--- config.mk ---
export PLATFORM = sky130hd
export DESIGN_NAME = ctrl_unit
export DESIGN_NICKNAME = d
export VERILOG_FILES = /design/src/rtl/ctrl_pkg.sv /design/src/rtl/ctrl_decode.sv /design/src/rtl/ctrl_unit.sv
export SDC_FILE = /design/constraint.sdc
export NUM_CORES = 1
export LEC_CHECK = 0
export ABC_AREA = 1
export BUFFER_PORTS_ARGS = -buffer_cell sky130_fd_sc_hd__buf_2
export CORE_MARGIN = 3
export CORE_UTILIZATION = 51
export DETAILED_ROUTE_END_ITERATION = 8
export PLACE_DENSITY = 0.8
export SYNTH_ARGS = -nofsm -noshare
export SYNTH_HDL_FRONTEND = slang
export SYNTH_HIERARCHICAL = 1
export SYNTH_SLANG_ARGS = --single-unit
--- constraint.sdc ---
create_clock -name clk -period 2.4 [get_ports clk]
set_input_delay 0.24 -clock clk [delete_from_list [all_inputs] [get_ports clk]]
set_output_delay 0.24 -clock clk [all_outputs]
set_load 0.05 [all_outputs]
--- src/rtl/ctrl_pkg.sv ---
// Shared definitions for the control unit: FSM states, instruction classes,
// opcode map, ALU select encodings and instruction field positions.
package ctrl_pkg;

    localparam int unsigned INSTR_W = 19;

    // Instruction field bit positions
    localparam int unsigned OPC_MSB = 18;
    localparam int unsigned OPC_LSB = 14;
    localparam int unsigned RD_MSB  = 13;
    localparam int unsigned RD_LSB  = 10;
    localparam int unsigned RS1_MSB = 9;
    localparam int unsigned RS1_LSB = 6;
    localparam int unsigned RS2_MSB = 5;
    localparam int unsigned RS2_LSB = 2;

    typedef enum logic [2:0] {
        S_FETCH,
        S_DECODE,
        S_EXEC,
        S_MEM,
        S_WB,
        S_HALT
    } state_t;

    typedef enum logic [2:0] {
        CLS_ALU,
        CLS_JMP,
        CLS_BEQ,
        CLS_BNE,
        CLS_LD,
        CLS_ST,
        CLS_HALT,
        CLS_NONE
    } iclass_t;

    // Opcodes
    localparam logic [4:0] OP_ADD  = 5'h00;
    localparam logic [4:0] OP_SUB  = 5'h01;
    localparam logic [4:0] OP_AND  = 5'h02;
    localparam logic [4:0] OP_OR   = 5'h03;
    localparam logic [4:0] OP_SLL  = 5'h04;
    localparam logic [4:0] OP_SRL  = 5'h05;
    localparam logic [4:0] OP_XOR  = 5'h06;
    localparam logic [4:0] OP_INC  = 5'h08;
    localparam logic [4:0] OP_DEC  = 5'h09;
    localparam logic [4:0] OP_NOT  = 5'h0A;
    localparam logic [4:0] OP_JMP  = 5'h0C;
    localparam logic [4:0] OP_BEQ  = 5'h0D;
    localparam logic [4:0] OP_BNE  = 5'h0E;
    localparam logic [4:0] OP_LD   = 5'h0F;
    localparam logic [4:0] OP_ST   = 5'h10;
    localparam logic [4:0] OP_HALT = 5'h1F;

    // ALU function selects (alu_l = 0)
    localparam logic [2:0] ALU_ADD = 3'b000;
    localparam logic [2:0] ALU_SUB = 3'b001;
    localparam logic [2:0] ALU_AND = 3'b010;
    localparam logic [2:0] ALU_OR  = 3'b011;
    localparam logic [2:0] ALU_SLL = 3'b100;
    localparam logic [2:0] ALU_SRL = 3'b101;
    localparam logic [2:0] ALU_XOR = 3'b110;

    // Unary ALU selects (alu_l = 1)
    localparam logic [2:0] UALU_INC = 3'b000;
    localparam logic [2:0] UALU_DEC = 3'b001;
    localparam logic [2:0] UALU_NOT = 3'b010;

    // True for instructions that change control flow and retire in EXEC
    function automatic logic is_flow(input iclass_t c);
        return (c == CLS_JMP) || (c == CLS_BEQ) || (c == CLS_BNE);
    endfunction

endpackage

--- src/rtl/ctrl_decode.sv ---
// Combinational opcode decoder: maps an opcode to its ALU select, unary
// modifier, instruction class and an illegal-opcode flag.
module ctrl_decode
    import ctrl_pkg::*;
(
    input  logic [4:0] opcode,
    output logic [2:0] alu_ctrl,
    output logic       alu_l,
    output iclass_t    iclass,
    output logic       illegal
);

    // Opcode map lookup; anything not listed is illegal
    always_comb begin
        alu_ctrl = ALU_ADD;
        alu_l    = 1'b0;
        iclass   = CLS_NONE;
        illegal  = 1'b0;
        case (opcode)
            OP_ADD, OP_SUB, OP_AND, OP_OR, OP_SLL, OP_SRL, OP_XOR: begin
                iclass   = CLS_ALU;
                alu_ctrl = opcode[2:0];
            end
            OP_INC: begin
                iclass   = CLS_ALU;
                alu_l    = 1'b1;
                alu_ctrl = UALU_INC;
            end
            OP_DEC: begin
                iclass   = CLS_ALU;
                alu_l    = 1'b1;
                alu_ctrl = UALU_DEC;
            end
            OP_NOT: begin
                iclass   = CLS_ALU;
                alu_l    = 1'b1;
                alu_ctrl = UALU_NOT;
            end
            OP_JMP: begin
                iclass   = CLS_JMP;
                alu_ctrl = ALU_SUB;
            end
            OP_BEQ: begin
                iclass   = CLS_BEQ;
                alu_ctrl = ALU_SUB;
            end
            OP_BNE: begin
                iclass   = CLS_BNE;
                alu_ctrl = ALU_SUB;
            end
            OP_LD:   iclass = CLS_LD;
            OP_ST:   iclass = CLS_ST;
            OP_HALT: iclass = CLS_HALT;
            default: illegal = 1'b1;
        endcase
    end

endmodule

--- src/rtl/ctrl_unit.sv ---
// Multi-cycle control FSM: fetch over req/valid, decode, execute, memory
// access and write-back, with branch resolution from the ALU zero flag.
// Optional build macro CTRL_PERF_CNT_EN adds a saturating 32-bit
// retired-instruction counter on output 'retired'.
module ctrl_unit
    import ctrl_pkg::*;
#(
    parameter int unsigned        ADDR_W   = 8,
    parameter logic [ADDR_W-1:0]  RESET_PC = '0
) (
    input  logic                clk,
    input  logic                rst,
    output logic                imem_req,
    output logic [ADDR_W-1:0]   imem_addr,
    input  logic                imem_valid,
    input  logic [INSTR_W-1:0]  imem_data,
    output logic [2:0]          alu_ctrl,
    output logic                alu_l,
    input  logic                alu_zero,
    output logic [3:0]          rf_raddr1,
    output logic [3:0]          rf_raddr2,
    output logic [3:0]          rf_waddr,
    output logic                rf_we,
    output logic                wb_sel,
    output logic                dmem_req,
    output logic                dmem_we,
    input  logic                dmem_valid,
    output logic [ADDR_W-1:0]   pc,
    output logic                halted,
    output logic                illegal
`ifdef CTRL_PERF_CNT_EN
    ,
    output logic [31:0]         retired
`endif
);

    state_t              state_q, state_d;
    logic [ADDR_W-1:0]   pc_q, pc_d;
    logic [INSTR_W-1:0]  ir_q, ir_d;
    logic                illegal_q, illegal_d;

    logic [2:0]          dec_alu_ctrl;
    logic                dec_alu_l;
    iclass_t             dec_iclass;
    logic                dec_illegal;
    logic [ADDR_W-1:0]   target;

    ctrl_decode u_decode (
        .opcode   (ir_q[OPC_MSB:OPC_LSB]),
        .alu_ctrl (dec_alu_ctrl),
        .alu_l    (dec_alu_l),
        .iclass   (dec_iclass),
        .illegal  (dec_illegal)
    );

    assign target    = ir_q[ADDR_W-1:0];
    assign imem_addr = pc_q;
    assign pc        = pc_q;
    assign rf_raddr1 = ir_q[RS1_MSB:RS1_LSB];
    assign rf_raddr2 = ir_q[RS2_MSB:RS2_LSB];
    assign rf_waddr  = ir_q[RD_MSB:RD_LSB];
    assign illegal   = illegal_q;

    // State, pc, instruction and illegal-flag registers with synchronous reset
    always_ff @(posedge clk) begin
        if (rst) begin
            state_q   <= S_FETCH;
            pc_q      <= RESET_PC;
            ir_q      <= '0;
            illegal_q <= 1'b0;
        end else begin
            state_q   <= state_d;
            pc_q      <= pc_d;
            ir_q      <= ir_d;
            illegal_q <= illegal_d;
        end
    end

    // Next-state, register updates and Moore outputs from state and ir
    always_comb begin
        state_d   = state_q;
        pc_d      = pc_q;
        ir_d      = ir_q;
        illegal_d = illegal_q;
        imem_req  = 1'b0;
        alu_ctrl  = ALU_ADD;
        alu_l     = 1'b0;
        rf_we     = 1'b0;
        wb_sel    = 1'b0;
        dmem_req  = 1'b0;
        dmem_we   = 1'b0;
        halted    = 1'b0;
        case (state_q)
            S_FETCH: begin
                imem_req = 1'b1;
                if (imem_valid) begin
                    ir_d    = imem_data;
                    pc_d    = pc_q + ADDR_W'(1);
                    state_d = S_DECODE;
                end
            end
            S_DECODE: begin
                if (dec_illegal) begin
                    illegal_d = 1'b1;
                    state_d   = S_HALT;
                end else if (dec_iclass == CLS_HALT) begin
                    state_d = S_HALT;
                end else begin
                    state_d = S_EXEC;
                end
            end
            S_EXEC: begin
                alu_ctrl = dec_alu_ctrl;
                alu_l    = dec_alu_l;
                case (dec_iclass)
                    CLS_ALU: state_d = S_WB;
                    CLS_LD, CLS_ST: state_d = S_MEM;
                    CLS_JMP: begin
                        pc_d    = target;
                        state_d = S_FETCH;
                    end
                    CLS_BEQ: begin
                        if (alu_zero) pc_d = target;
                        state_d = S_FETCH;
                    end
                    CLS_BNE: begin
                        if (!alu_zero) pc_d = target;
                        state_d = S_FETCH;
                    end
                    default: state_d = S_FETCH;
                endcase
            end
            S_MEM: begin
                dmem_req = 1'b1;
                dmem_we  = (dec_iclass == CLS_ST);
                if (dmem_valid) begin
                    state_d = (dec_iclass == CLS_LD) ? S_WB : S_FETCH;
                end
            end
            S_WB: begin
                rf_we   = 1'b1;
                wb_sel  = (dec_iclass == CLS_LD);
                state_d = S_FETCH;
            end
            S_HALT: begin
                halted = 1'b1;
            end
            default: state_d = S_FETCH;
        endcase
    end

`ifdef CTRL_PERF_CNT_EN
    logic retire_evt;

    // An instruction retires on WB exit, store completion or flow-change exit
    always_comb begin
        retire_evt = (state_q == S_WB)
                  || ((state_q == S_MEM) && (dec_iclass == CLS_ST) && dmem_valid)
                  || ((state_q == S_EXEC) && is_flow(dec_iclass));
    end

    // Saturating retired-instruction counter
    always_ff @(posedge clk) begin
        if (rst) begin
            retired <= '0;
        end else if (retire_evt && (retired != '1)) begin
            retired <= retired + 32'd1;
        end
    end
`endif

endmodule

# Word level (Yosys, flattened, before mapping)
# Cells that the tools add are included.
op_classes:
  n_eq_ne: 31
  bitwise: 2
  mux: 23
  n_reduce_logical: 14
  add_sub_neg: 1
ops:
  columns: ["cell", "n"]
  rows:
  - ["$eq 5x4->1 const B", 7]
  - ["$mux 8", 3]
  - ["$pmux 8 s3", 1]
  - ["$pmux 3 s7", 1]
  - ["$mux 3", 6]
  - ["$pmux 8 s2", 1]
  - ["$reduce_or 16->1", 1]
  - ["$eq 3x3->1 const B", 5]
  - ["$eq 5x3->1 const B", 3]
  - ["$pmux 3 s5", 1]
  - ["$eq 3x2->1 const B", 4]
  - ["$eq 5x2->1 const B", 2]
  - ["$eq 5x5->1 const B", 2]
  - ["$reduce_or 10->1", 1]
  - ["$pmux 3 s3", 1]
  - ["$add 8x1->8 const B", 1]
  - ["$mux 1", 8]
  - ["$reduce_or 7->1", 1]
  - ["$eq 3x1->1 const B", 2]
  - ["$logic_not 3->1", 2]
  - ["$ne 3x3->1 const B", 2]
  - ["$pmux 3 s2", 1]
  - ["$eq 5x1->1 const B", 1]
  - ["$logic_not 5->1", 1]
  - ["10 further kinds", 13]
totals:
  inputBits: 24
  out_inout_bits: 39
  register_bits: 31

# Depth between registers and ports, before layout
# Gate-level depths: netlist of the first run.
depth:
  ltp_word: 7
  depth_mapped: 16

# By module
# Netlist of the first run, hierarchy kept.
by_module_without_submodules:
  columns: ["mod", "instances", "seq_area_each_um2", "cells_per_inst", "area_per_inst_um2"]
  rows:
  - ["ctrl_unit", 1, 620.6, 267, 1798.0]
  - ["ctrl_decode", 1, 0.0, 42, 200.2]

# Worst setup path before layout of the first run
# No wires, ideal clock.
synth_timing:
  path_kind: "flip-flop to output port"
  from: "register state_q[2]"
  to: "output port wb_sel"
  t_arrival_ps: 2205
  setup_slack_ps: -45
  stages_incl_launch_ff: 4
  n_path_buf: 0
  cell_sequence: "dfxtp_1 > inv_2 > nor3_1 > and3_1"
synth_between:
  elab_chain_len: 2
synth_lines:
  columns: ["item", "line_no", "source"]
  rows:
  - ["start, declared", "ctrl_unit.sv:37", "state_t state_q, state_d;"]
  - ["start signal, assigned", "ctrl_unit.sv:72", "state_q <= state_d;"]
  - ["$eq 3x3->1", "ctrl_unit.sv:93", "case (state_q)"]
  - ["$mux 1", "ctrl_unit.sv:93", null]
  - ["end, declared", "ctrl_unit.sv:24", "output logic wb_sel,"]
# No other way between the ends.

# Final worst setup path of the first run
layout_timing:
  from: "register ir_q[18]"
  to: "output port wb_sel"
layout_between:
  elab_chain_len: 5
  word_cells_on_any_way: 20
  cone_classes: "eq/ne: 16; mux: 2; reduce/logical: 2"
layout_lines:
  columns: ["item", "line_no", "source"]
  rows:
  - ["start, declared", "ctrl_unit.sv:39", "logic [INSTR_W-1:0] ir_q, ir_d;"]
  - ["start signal, assigned", "ctrl_unit.sv:74", "ir_q <= ir_d;"]
  - ["$eq 5x1->1 (tied with other cells)", "ctrl_decode.sv:19", "case (opcode)"]
  - ["$reduce_or 10->1 (no source line)", null, null]
  - ["$pmux 3 s7 *", "ctrl_decode.sv:19", null]
  - ["net dec_iclass[1]", "ctrl_unit.sv:44", "iclass_t dec_iclass;"]
  - ["$eq 3x3->1 *", "ctrl_unit.sv:142", "wb_sel = (dec_iclass == CLS_LD);"]
  - ["$mux 1 *", "ctrl_unit.sv:93", null]
# The timed path passes the listed nets; every way through them passes the cells marked *.

==> out/metrics.cfg, run 1 <==
[yosys]
synth_ff_type=dfxtp_1
ys_warn_count=6
ys_async_sr_fraction_pct=0
synth-seq-cells=31
synth_edf_count=0
seq_area_frac_synth_pct=31.1
synth_area_um2=2000
synth.distinct_cells=28
syn_avg_cell_area_um2=6.47
synth_cells=309
syn-num-nets=334

[global_routing]
grt_pass1_wl_mm=6.78
grt_max_degree=23
grt_overflow=0
grt_use_total_pct=19.2
antenna_found_initial=0
grt_pass1_vias=1553

[final_layout]
final-seq-area_um2=622
fillerInstances=380
fin_nets=373
final_core_util_pct=60.4
syn2layout_area_growth_pct=12.3
antenna_cells=0
multi_input_area_um2=1020
layout-drive-gt1-share_pct=27.3

[routing]
vias=1960
routed_wl_mm=4.33
drt_first_iter_violations=99
post_drt_via_cell_ratio=4.95
avgRoutedWirePerCell_um=10.9
ant_nets=0
remaining_drc_errors=0
dr.pass1.iters=4

[floorplanning]
core_um2=3720
die_width_um=68.6
die_area_um2=4710
io_pins=63
initial_core_util_pct=53.8
num_rows=22
die_h_um=68.6

[timing]
fmax_mhz=446
worst_slew_pin_slew_ns=0.415
rsz0062_at_grt=no
finalMaxSlewViolations=0
skew_ns=0.00530
hold_ws_ns=0.221
period_share_pct=93.4
tns_ns=0
hold_viol_final=0
fin_crit_ns=2.24
setup_viol=0
max-slew-margin-rel_pct=72.3

[clocking]
root_buffer=clkbuf_8
clock_latency_ns=0.28
tritoncts=built
post-cts-setup-buffer-count=0
cts_num_sinks=31
htree_levels=2
clk_path_buf_depth=2
cts_buffers=5
holdBufCountCts=0
cts.clk_slew.worst_paths_ns=0.06

[power]
combinationalPowerShare_pct=60.5
p_per_area_nw_per_um2=1420
internal-power_mw=1.39
p_sw_mw=1.79
irDropWorstVdd_mv=0.559
p_leak_nw=1.16
seq_power_share_pct=26.6
switching_share_pct=56.3
clockPowerShare_pct=13.0

[run_status]
status=finished clean

[setup_path]
cp_max_fo=6
cp.required_ns=2.16
path_class=register to output pin
critPathLaunchType=register
arrival_ns=2.00
cp-end-kind=output pin

[job]
max_cap_viol_count=0

[place]
port_buffers=62
dpl.hpwl_mm=3.21
place.gp.congestion=0.901

[worst_hold_path]
hold_path_class=input port to register

## registers in the layout (all words and copies together) (netlist names)
name	cells
ir_q	19
imem_addr	8
state_q	3
illegal	1
## per-layer routing
| layer | wire (um) | GRT usage [%] |
|---|---|---|
| met4 | 86 | 8.68 |
| met3 | 272 | 4.86 |
| met2 | 2000 | 31.3 |
| met1 | 1970 | 23.5 |
| met5 | 0 | 0 |
## what timing repair did
item	4_1_cts	5_1_grt
resized for setup	0	4
hold endpoints to repair	0	0
setup endpoints to repair	0	2
## final cells by class
type | instances | area share [%]
multi-input combinational | 213 | 45.7
tap | 48 | 2.68
clock buffer | 6 | 3.68
timing repair buffer | 62 | 14.1
clock inverter | 1 | 0.223
sequential | 31 | 27.7
inverter | 35 | 5.97
## cell usage in the layout (no fill, tap or decap), drive strengths merged
master,n
a21oi,24
and3,2
buf,60
clkbuf,8
clkinv,2
dfxtp,31
ha,1
inv,34
nand2,82
nand3,39
nand4,1
nor2,45
nor3,2
o21ai,9
o21bai,6
o31ai,1
or2,1
## power by group through the flow
stage	Combinational (mW)	Clock, mW	Sequential, mW
final	1.92	0.412	0.846
after global routing	2.11	0.443	0.879
after CTS	1.92	0.421	0.846
after detailed placement	1.91	0	0.857
after global placement	1.89	0	0.848
after floorplan	1.58	0	1.04
## worst max-delay path: stages, from the launching register on
cell and delay, ns:
dfxtp_1 0.41, inv_1 0.11, nand2_1 0.13, nand2_1 0.06, nand2_1 0.07, nand2_2 0.08, o21bai_1 0.32, nor2_1 0.14
and3_1 0.20, clkbuf_4 0.20
## cell families after synthesis
group / synth area share (%)
and+or+nand+nor: 39.1
DFF: 31.1
AOI/OAI and AO/OA: 11.1
adders and majority gates: 0.626
buffers and inverters: 18.1
## final timing paths
| path | slack, ns | from | cells past startpoint | endpoint |
|---|---|---|---|---|
| min | 0.22 | imem_data[13] | 3 | ir_q[13] |
| min reg2reg | 0.46 | ir_q[9] | 2 | ir_q[9] |
| max | 0.16 | ir_q[18] | 9 | wb_sel |
| max reg2reg | 0.40 | ir_q[18] | 13 | imem_addr[0] |
## cell usage after synthesis (2+ instances only)
library cell  number  share of area [%]
nand2_1           70                 13
nor2_1            41                7.7
nand3_1           38                9.5
dfxtp_1           31                 31
inv_1             30                5.6
a21oi_1           24                6.0
buf_4             22                8.3
nand2_2            8                2.5
o21bai_1           6                2.3
o21ai_0            5                1.3
buf_6              4                2.3
nand2_4            4                2.3
inv_2              3               0.56
o21ai_1            3               0.75
and3_1             2               0.63
buf_2              2               0.50
clkbuf_1           2               0.38
nor2_2             2               0.63
nor2_4             2                1.1
nor3_1             2               0.50
## stage by stage
step | setup slack [ns] | power, mW | cells | instance area (um2)
detailed placement | 0.434 | 2.77 | 389 | 2150
CTS | 0.123 | 3.19 | 396 | 2230
floorplan | 0.442 | 2.62 | 309 | 2000
global route | 0.00488 | 3.44 | 396 | 2240
finish | 0.160 | 3.18 | 396 | 2240
global placement | 0.489 | 2.74 | 389 | 2150
No activity file was read; power rests on OpenSTA's default activity.
==> run 2: changes to the inputs <==
--- a/config.mk
+++ b/config.mk
@@ -8,9 +8,8 @@
 export ABC_AREA = 1
 export BUFFER_PORTS_ARGS = -buffer_cell sky130_fd_sc_hd__buf_2
 export CORE_MARGIN = 3
-export CORE_UTILIZATION = 51
+export CORE_UTILIZATION = 35
 export DETAILED_ROUTE_END_ITERATION = 8
-export PLACE_DENSITY = 0.8
 export SYNTH_ARGS = -nofsm -noshare
 export SYNTH_HDL_FRONTEND = slang
 export SYNTH_HIERARCHICAL = 1
==> run 2 against run 1 <==
Effect of this change:
- sequential share of layout area decreased by 0.60 points
- register-to-register slack improved by 0.03 ns
- clock skew about the same
- highest routed layer unchanged
==> out/metrics.cfg, run 2 (synthesis gave the netlist of run 1 again) <==
[power]
irDropWorstVdd_mv=0.597
p_per_area_nw_per_um2=1410
p_leak_nw=1.17

[setup_path]
cpPeakStageDelay_ns=0.42
worst_path_max_delay_cell=dfxtp_1
path_class=register to output pin
cp-startpoint=ir_q[18]
cp.required_ns=2.16
rrSetupSlack_ns=0.43
crit_end=dmem_we
arrival_ns=1.93
critPathLaunchType=register
cp-end-kind=output pin
r2r_cells=13
cp_max_fo=6
r2r-end=imem_addr[1]
crit_chain=inv_1, nand3_1, nand2_1, nand2_1, nand2_2, o21bai_2, inv_1, nor2_2, and3_1, clkbuf_4
r2r-start=ir_q[18]

[final_layout]
final_common_cell=nand2_1
final_core_util_pct=43.2
syn2layout_area_growth_pct=14.5
fin_nets=373
top_register=ir_q
largest_register_ffs=19
antenna_cells=0
layout_common_cells=nand2_1, buf_2, nor2_1
layout-drive-gt1-share_pct=27.5

[routing]
ant_nets=0
vias=1880
routed_wl_mm=4.54
dr.pass1.iters=4
post_drt_via_cell_ratio=4.49
avgRoutedWirePerCell_um=10.8
remaining_drc_errors=0
drt_first_iter_violations=89

[floorplanning]
die_h_um=81.6
die_area_um2=6650
core_um2=5300
num_rows=26
initial_core_util_pct=37.7
io_pins=63
die_width_um=81.6

[timing]
tns_ns=0
finalMaxSlewViolations=0
period_share_pct=90.3
setup_viol=0
max-slew-margin-rel_pct=71.6
fin_crit_ns=2.17
rsz0062_at_grt=no
fmax_mhz=461
worst_slew_pin_slew_ns=0.427
hold_viol_final=0
skew_ns=0.00508

[place]
port_buffers=62
dpl.hpwl_mm=3.44
place.gp.congestion=0.834

[global_routing]
grt_use_total_pct=14.8
antenna_found_initial=0
grt_pass1_wl_mm=7.77
grt_pass1_vias=1752
grt_max_degree=23
grt_overflow=0

[clocking]
holdBufCountCts=0
clk_path_buf_depth=2
tritoncts=built
cts_resized=0
clock_latency_ns=0.27
root_buffer=clkbuf_8
post-cts-setup-buffer-count=0
cts_buffers=5
cts_num_sinks=31
cts.clk_slew.worst_paths_ns=0.07
htree_levels=2

[job]
max_cap_viol_count=0

[worst_hold_path]
hold_path_class=input port to register

[run_status]
status=finished clean

[run 2: changes by cell type in the layout (fill, tap and decap cells not counted), sizes merged]
cell	delta
clkbuf	+2
clkinv	-1
[run 2: area by class of cell]
type | instances | area (um2)
Inverter | 35 | 134
Timing Repair Buffer | 62 | 315
Multi-Input combinational cell | 213 | 1030
Clock buffer | 8 | 100
Sequential cell | 31 | 621
Fill cell | 574 | 3010
Tap cell | 70 | 87.6
[run 2: worst min path at each step]
stage	start	to	slack (ns)	depth (start not counted)
2_1_floorplan	rst	imem_addr[1]	0.40	2
3_3_place_gp	ir_q[10]	ir_q[10]	0.45	2
3_5_place_dp	ir_q[9]	ir_q[9]	0.45	2
4_1_cts	imem_data[9]	ir_q[9]	0.22	3
5_1_grt	imem_data[0]	ir_q[0]	0.23	3
6_report	imem_data[13]	ir_q[13]	0.23	3
[run 2: power breakdown]
group | switching [mW] | leakage [nW] | internal [mW] | total [mW]
Sequential | 0.180 | 0.255 | 0.667 | 0.847
Combinational | 1.42 | 0.864 | 0.502 | 1.92
Clock | 0.185 | 0.0515 | 0.262 | 0.447
[run 2: critical path, delay by kind of cell, from the launching register on]
kind | cells | cell delay [ns]
AOI/OAI and AO/OA | 1 | 0.15
and+or+nand+nor | 6 | 0.67
buffers and inverters | 3 | 0.41
DFF | 1 | 0.42
[run 2: routing by layer]
metal | up-vias | track usage [%] | share of wire (%)
met1 | 803 | 18.6 | 48
met5 | - | 0 | 0
met2 | 38 | 24.8 | 46
li1 | 1037 | - | -
met3 | 2 | 4.39 | 5.8
met4 | 0 | 3.55 | 0.57
[run 2: metrics by stage]
step / hold WS [ns] / power, mW / setup slack [ns] / std cells / instance area (um2)
after floorplan: 0.403 / 2.62 / 0.442 / 309 / 2000
after global placement: 0.448 / 2.77 / 0.410 / 411 / 2170
after detailed placement: 0.453 / 2.78 / 0.406 / 411 / 2170
after CTS: 0.221 / 3.23 / 0.0985 / 419 / 2270
after global routing: 0.232 / 3.50 / 0.000569 / 419 / 2290
final: 0.227 / 3.22 / 0.233 / 419 / 2290
